**src/rtl/multiplexer_n_mto1_arbiter.sv**
```systemverilog
// Registered M:1 multiplexer with valid/ready per channel and fixed-priority or round-robin arbitration.
// One cycle latency, one word per cycle; in_ready is withheld while the output register is stalled.
module multiplexer_n_mto1_arbiter #(
  parameter int N    = 4,
  parameter int M    = 4,
  parameter int MODE = 1,
  localparam int SW  = $clog2(M)
) (
  input  logic            clk,
  input  logic            reset,
  input  logic [M*N-1:0]  in_data,
  input  logic [M-1:0]    in_valid,
  output logic [M-1:0]    in_ready,
  output logic [N-1:0]    channel_out,
  output logic [SW-1:0]   out_select,
  output logic            out_valid,
  input  logic            out_ready
);

  logic [N-1:0]  r_data;
  logic [SW-1:0] r_sel;
  logic          r_valid;
  logic [SW-1:0] r_ptr;

  logic [N-1:0]  w_words [M];
  logic          w_load;
  logic          w_any;
  logic [SW-1:0] w_gidx;
  logic [M-1:0]  w_grant;
  logic [SW-1:0] w_base;
  logic [SW:0]   w_sum;

  for (genvar g = 0; g < M; g++) begin : g_unpack
    assign w_words[g] = in_data[g*N +: N];
  end

  assign w_load = ~r_valid | out_ready;
  assign w_base = (MODE == 1) ? r_ptr : '0;

  // Search upward from the base index with wrap; MODE 0 always starts at channel 0.
  always_comb begin
    w_any  = 1'b0;
    w_gidx = '0;
    w_sum  = '0;
    for (int k = 0; k < M; k++) begin
      w_sum = {1'b0, w_base} + (SW+1)'(k);
      if (w_sum >= (SW+1)'(M)) w_sum = w_sum - (SW+1)'(M);
      if (!w_any && in_valid[w_sum[SW-1:0]]) begin
        w_any  = 1'b1;
        w_gidx = w_sum[SW-1:0];
      end
    end
  end

  assign w_grant  = w_any ? (M'(1) << w_gidx) : '0;
  assign in_ready = w_grant & {M{w_load & ~reset}};

  always_ff @(posedge clk or posedge reset) begin
    if (reset) begin
      r_data  <= '0;
      r_sel   <= '0;
      r_valid <= 1'b0;
      r_ptr   <= '0;
    end else if (w_load) begin
      if (w_any) begin
        r_data  <= w_words[w_gidx];
        r_sel   <= w_gidx;
        r_valid <= 1'b1;
        if (MODE == 1) r_ptr <= (w_gidx == SW'(M-1)) ? '0 : w_gidx + SW'(1);
      end else begin
        r_valid <= 1'b0;
      end
    end
  end

  assign channel_out = r_data;
  assign out_select  = r_sel;
  assign out_valid   = r_valid;

endmodule

```
**config.mk**
```make
export PLATFORM = sky130hd
export DESIGN_NAME = multiplexer_n_mto1_arbiter
export DESIGN_NICKNAME = d
export VERILOG_FILES = /design/src/rtl/multiplexer_n_mto1_arbiter.sv
export SDC_FILE = /design/constraint.sdc
export NUM_CORES = 1
export LEC_CHECK = 0
export BUFFER_PORTS_ARGS = -buffer_cell sky130_fd_sc_hd__buf_4
export CAP_MARGIN = 40
export CORE_UTILIZATION = 45
export CTS_CLUSTER_DIAMETER = 30
export DETAILED_ROUTE_END_ITERATION = 8
export PLACE_DENSITY = 0.87
export SYNTH_ARGS = -nofsm -noshare
export SYNTH_HDL_FRONTEND = slang
export SYNTH_SLANG_ARGS = --single-unit
```
**constraint.sdc**
```tcl
create_clock -name clk -period 2 [get_ports clk]
set_clock_uncertainty 0.15 [all_clocks]
set_input_delay 0.4 -clock clk [delete_from_list [all_inputs] [get_ports clk]]
set_output_delay 0.4 -clock clk [all_outputs]
set_load 0.005 [all_outputs]
```
==> flow_summary_export.csv, run 1 <==
group,metric,value,unit
final_layout,design_area,1150,sq um
critical_path,cp.arrival,1.70,ns
critical_path,end_kind,"output pin",
logic_synthesis,synth_area_per_cell,9.94,sq um
job,max_cap_viol_count,0,
power,p_leak,0.558,nW
grt,grt_pass1_vias,815,
detailed_routing,wl,2170,um
clock_network,cts_tree,"done",
placement,gp_congestion,0.857,
logic_synthesis,yosysSeqAreaShare,0.315,
logic_synthesis,postSynthRegisterBits,9,
grt,grtUsageTotal,0.273,
placement,placed_area,1060,sq um
final_layout,fillers,109,
critical_path,start_kind,"register",
final_layout,num_antenna_cells,0,
power,pwr-share-seq,0.255,
die,die_h,41.9,um
critical_path,cp.required,1.45,ns
status,violations,"setup timing",
logic_synthesis,synth_top_family_by_area,"compound AO/OA/AOI/OAI gates",
placement,port_buffers,33,
power,clock_power_share,0.123,
final_layout,final_cell_mix,"buf_4, nand2_1, dfrtp_1",
critical_path,r2r-start,"r_ptr[1]",
placement,dp_hpwl,1630,um
die,dieWidth,41.9,um
clock_network,cts-buffers-inserted,3,
clock_network,cts_sinks,9,
clock_network,postCtsHoldBufs,0,
worst_hold_path,hold_class,"primary input to async pin",
power,pwr-share-comb,0.622,
logic_synthesis,synth-compound-area-share,0.344,
logic_synthesis,synth_fp_nets,96,
logic_synthesis,synth-xor-area-share,0,
detailed_routing,routedWlPerCell,15.9,um
detailed_routing,dr.pass1.iters,4,
logic_synthesis,synthCells,72,
final_layout,regArea,226,sq um
logic_synthesis,netlist_area,716,sq um
clock_network,cts_buffer_depth,2,
detailed_routing,ant_nets,0,
power,switching_share,0.380,
timing,max_freq,445,MHz
critical_path,crit_path_max_fanout,5,
timing,setup_violations,4,
timing,final.setup.worst_slack,-0.247,ns
detailed_routing,drtIter0Drc,17,
critical_path,r2r-end,"channel_out[2]",
grt,overflow,0,
final_layout,final_layout_size_suffix_gt1_frac,0.603,
timing,rsz0062_at_grt,"yes",
timing,tightest_slew,0.300,ns
critical_path,reg2reg_depth,7,
timing,fin_hold_ws,0.0198,ns
final_layout,fin_nets,146,
die,coreArea,1490,sq um
placement,placedCellCount,131,
timing,fin_crit,2.25,ns
clock_network,worstSkewPairLatency,0.27,ns
detailed_routing,viasPerCell,5.69,
clock_network,clkSlewWorstSetupHoldPaths,0.07,ns
die,ios,34,
final_layout,multi_input_area,489,sq um
timing,setup_tns,-0.786,ns
critical_path,regToRegSetupSlack,0.08,ns
clock_network,htreeDepth,1,
detailed_routing,vias,780,
power,p_per_area,1050,nW/um^2
grt,grt_pass1_wl,3610,um
critical_path,path_cells,"mux2i_2 > o22a_2 > nand2_4 > nor4_1 > buf_4",
clock_network,root_buffer,"clkbuf_4",
power,switching_power,0.457,mW
final_layout,final_common_cell,"buf_4",
critical_path,critPathMaxStageDelay,0.41,ns
critical_path,slowest_stage,"dfrtp_2",
critical_path,crit_start,"r_ptr[1]",
logic_synthesis,synthMuxAreaShare,0.0857,
final_layout,syn_to_final_growth,60.8,%
status,outcome,"complete, but fails checks",
logic_synthesis,synth.distinct_cells,31,
timing,timing.final.hold_violations,0,
critical_path,crit_end,"in_ready[1]",
power,peakVddDrop,639,uV
grt,grt_max_degree,10,
final_layout,fin_cells,137,
die,start_util,0.481,
power,p_int,0.747,mW
die,core.rowCount,14,
final_layout,utilization,0.773,
logic_synthesis,synth_simple_gate_area_share,0.173,
die,die_area,1750,sq um
logic_synthesis,synth-adder-area-share,0.0175,
detailed_routing,drc,0,
grt,antenna_found_initial,0,
timing,max-slew-margin-rel,0.798,
timing,period_share,1.12,
critical_path,criticalPathCategory,"register to output pin",
timing,report.final.slew_viol_count,0,
logic_synthesis,synth_warnings,0,
[per-layer routing]
| layer | global-route usage | vias up | share of wire |
|---|---|---|---|
| met3 | 0.0304 | 2 | 0.058 |
| met1 | 0.360 | 364 | 0.44 |
| met4 | 0.0968 | 0 | 0.0097 |
| met2 | 0.459 | 42 | 0.49 |
| met5 | 0 | - | 0 |
| li1 | - | 372 | - |
[worst max-delay path: cells and delay by family (launching register included)]
kind / cells / cell delay, ns
compound gates: 1 / 0.22
buf+inv: 1 / 0.17
simple gates: 2 / 0.36
flops: 1 / 0.41
mux: 1 / 0.26
[stage by stage]
step	total power, mW	worst slack [ns]
after floorplan	0.675	0.0813
after global placement	0.929	-0.0221
after detailed placement	0.961	-0.0545
after CTS	1.16	-0.246
after global routing	1.28	-0.335
final	1.20	-0.247
[cells in the mapped netlist]
library cell   n  area, sq um
nand2b_4       1         13.8
nand2_4        1         11.3
o21ai_0        4         20.0
o31ai_1        1         7.51
nor4_1         2         12.5
and3_1         2         12.5
dfrtp_1        9          225
o221a_2        1         11.3
a21oi_2        1         8.76
inv_2          2         7.51
a2111oi_4      1         27.5
mux2_1         1         11.3
a21o_1         2         15.0
inv_1          4         15.0
nand2_1       10         37.5
a21bo_1        3         30.0
o311ai_2       3         48.8
mux2i_1        5         50.1
a21oi_1        4         20.0
o21a_1         1         7.51
nand3_1        3         15.0
ha_1           1         12.5
nor4b_1        1         8.76
a221oi_2       1         15.0
buf_6          1         11.3
o22ai_1        1         6.26
buf_2          1         5.00
nor4_2         1         12.5
buf_4          1         7.51
o22a_2         2         20.0
a21o_2         1         8.76
[what timing repair did]
action	CTS	global route
pin swaps	5	5
resized for setup	7	4
gates cloned	0	0
setup buffers	1	1
endpoints found under the setup margin	4	5
[sequential cells by signal, indices dropped and copies added (netlist names)]
signal	flops
channel_out	4
out_select	2
out_valid	1
r_ptr	2
[area by class of cell]
class	instances	share of cell area
clock buffer	4	0.0228
inverter	6	0.0217
multi-input combinational	54	0.425
timing repair buffer	48	0.316
tap	16	0.0174
sequential	9	0.197
[logic make-up (layout without fill, tap and decap cells)]
| logic type | count (synthesis) | in the layout |
|---|---|---|
| simple gates | 21 | 21 |
| compound gates | 26 | 26 |
| mux | 6 | 6 |
| fa+ha+maj | 1 | 1 |
| flops | 9 | 9 |
| buf+inv | 9 | 58 |
[power by group through the flow]
stage | Clock, mW | Sequential, mW | Combinational [mW]
finish | 0.148 | 0.307 | 0.750
global route | 0.162 | 0.318 | 0.804
CTS | 0.151 | 0.303 | 0.703
detailed placement | 0 | 0.306 | 0.656
global placement | 0 | 0.303 | 0.626
floorplan | 0 | 0.299 | 0.376
[worst min path at each step]
stage	to	slack (ns)	cells after the start
3_5_place_dp	out_valid	0.28	3
4_1_cts	out_select[0]	0.02	3
2_1_floorplan	channel_out[0]	0.08	1
6_report	out_select[0]	0.02	3
3_3_place_gp	out_select[0]	0.28	3
5_1_grt	out_select[1]	0.03	3
No activity file was read; power rests on OpenSTA's default activity.
==> run 2: changes to the inputs <==
- CORE_UTILIZATION: 45 -> 40
- PLACE_DENSITY: 0.87 -> 0.8
==> run 2 against run 1 <==
The run still ends with setup timing left; clock-buffer cell count is the same; wire length increased by 4.3%; cell count up 7.3%; first-iteration DRC count decreased by 41%; combinational power shrank 2.9%; sequential cell count is the same; largest power group unchanged.
==> flow_summary_export.csv, run 2 (synthesis gave the netlist of run 1 again) <==
group,metric,value,unit
status,outcome,"complete, but fails checks",
status,violations,"setup timing",
critical_path,slowest_stage,"dfrtp_2",
critical_path,criticalPathCategory,"register to output pin",
placement,port_buffers,33,
job,max_cap_viol_count,0,
critical_path,reg2reg_depth,7,
grt,antenna_found_initial,0,
critical_path,r2r-start,"r_ptr[1]",
final_layout,fin_nets,148,
timing,max_freq,452,MHz
critical_path,crit_path_max_fanout,5,
clock_network,cts-buffers-inserted,3,
placement,gp_congestion,0.892,
timing,setup_violations,4,
clock_network,worstSkewPairLatency,0.27,ns
grt,overflow,0,
critical_path,regToRegSetupSlack,0.09,ns
final_layout,design_area,1170,sq um
critical_path,start_kind,"register",
critical_path,critPathMaxStageDelay,0.41,ns
power,p_leak,0.565,nW
power,finalPower,1.19,mW
die,start_util,0.449,
critical_path,cp.arrival,1.66,ns
die,dieWidth,44.3,um
timing,rsz0062_at_grt,"yes",
die,ios,34,
detailed_routing,routedWlPerCell,15.4,um
placement,dp_hpwl,1600,um
worst_hold_path,hold_class,"primary input to async pin",
final_layout,syn_to_final_growth,63.6,%
final_layout,num_antenna_cells,0,
final_layout,largest_reg_flops,4,
detailed_routing,ant_nets,0,
timing,period_share,1.11,
timing,report.final.slew_viol_count,0,
power,peakVddDrop,531,uV
die,die_h,44.3,um
grt,met3_usage,0.0286,
die,die_area,1960,sq um
timing,tightest_slew,0.430,ns
detailed_routing,vias,776,
grt,grt_pass1_wl,3320,um
critical_path,path_cells,"mux2i_2 > o22a_2 > nand2_4 > inv_4 > ha_4 > and3_4 > buf_6",
detailed_routing,dr.pass1.iters,4,
timing,max-slew-margin-rel,0.711,
die,core.rowCount,14,
placement,placed_area,1080,sq um
final_layout,final_common_cell,"buf_4",
detailed_routing,drtIter0Drc,10,
clock_network,htreeDepth,1,
detailed_routing,drc,0,
critical_path,r2r-end,"channel_out[2]",
power,p_per_area,1020,nW/um^2
critical_path,end_kind,"output pin",
grt,use_met2,0.391,
timing,fin_crit,2.21,ns
critical_path,cp.required,1.45,ns
clock_network,root_buffer,"clkbuf_4",
grt,busiest_layer,"met2",
clock_network,cts_sinks,9,
timing,timing.final.hold_violations,0,
grt,grtUsageTotal,0.237,
final_layout,final_layout_size_suffix_gt1_frac,0.610,
detailed_routing,viasPerCell,5.28,
final_layout,utilization,0.735,
clock_network,postCtsHoldBufs,0,
grt,grt_max_degree,10,
final_layout,final_cell_mix,"buf_4, nand2_1, dfrtp_1",
clock_network,cts_tree,"done",
detailed_routing,wl,2270,um
clock_network,cts_buffer_depth,2,
clock_network,clkSlewWorstSetupHoldPaths,0.07,ns
grt,met1_usage,0.282,
die,coreArea,1590,sq um
grt,grt_pass1_vias,770,
timing,final.setup.worst_slack,-0.211,ns
[run 2: cell type report]
class	count	area (sq um)
Multi-Input combinational cell	54	484
Clock buffer	4	26.3
Timing Repair Buffer	50	379
Fill cell	113	423
Tap cell	24	30.0
Sequential cell	9	226
Inverter	6	25.0
[run 2: power by group]
| part | total, mW | internal [mW] | switching [mW] | leakage (nW) |
|---|---|---|---|---|
| Sequential | 0.311 | 0.256 | 0.0546 | 0.105 |
| Combinational | 0.728 | 0.401 | 0.327 | 0.446 |
| Clock | 0.153 | 0.0773 | 0.0756 | 0.0150 |
[run 2: worst max-delay path by stage]
| stage | startpoint | end | depth (start not counted) |
|---|---|---|---|
| 4_1_cts | r_ptr[1] | in_ready[3] | 6 |
| 6_report | r_ptr[1] | in_ready[3] | 7 |
| 2_1_floorplan | in_valid[3] | in_ready[2] | 5 |
| 5_1_grt | r_ptr[1] | in_ready[3] | 7 |
| 3_5_place_dp | in_valid[0] | in_ready[3] | 6 |
| 3_3_place_gp | in_valid[0] | in_ready[3] | 6 |
[run 2: metal layers]
layer  vias to the layer above  wire length [um]
met5                         -                 0
met4                         0                56
met3                         6               111
met2                        32              1150
met1                       366               954
li1                        372                 -
[run 2: per-stage QoR]
step,std cells,worst slack (ns),setup TNS [ns],hold WS [ns]
detailed placement,141,-0.0540,-0.161,0.285
finish,147,-0.211,-0.704,0.0307
CTS,146,-0.232,-0.777,0.00518
floorplan,72,0.0813,0,0.0832
global placement,141,-0.0453,-0.136,0.283
global route,147,-0.285,-1.04,0.0328
[run 2: timing repair]
action / CTS / global route
pin swaps: 5 / 1
resized for setup: 7 / 3
buffers inserted: 1 / 1
endpoints found under the setup margin: 4 / 4
[run 2: critical path, delay by kind of cell, from the launching register on]
| family | cells | cell delay [ns] |
|---|---|---|
| flops | 1 | 0.41 |
| mux | 1 | 0.26 |
| simple gates | 2 | 0.23 |
| compound gates | 1 | 0.20 |
| buf+inv | 2 | 0.16 |
| fa+ha+maj | 1 | 0.13 |
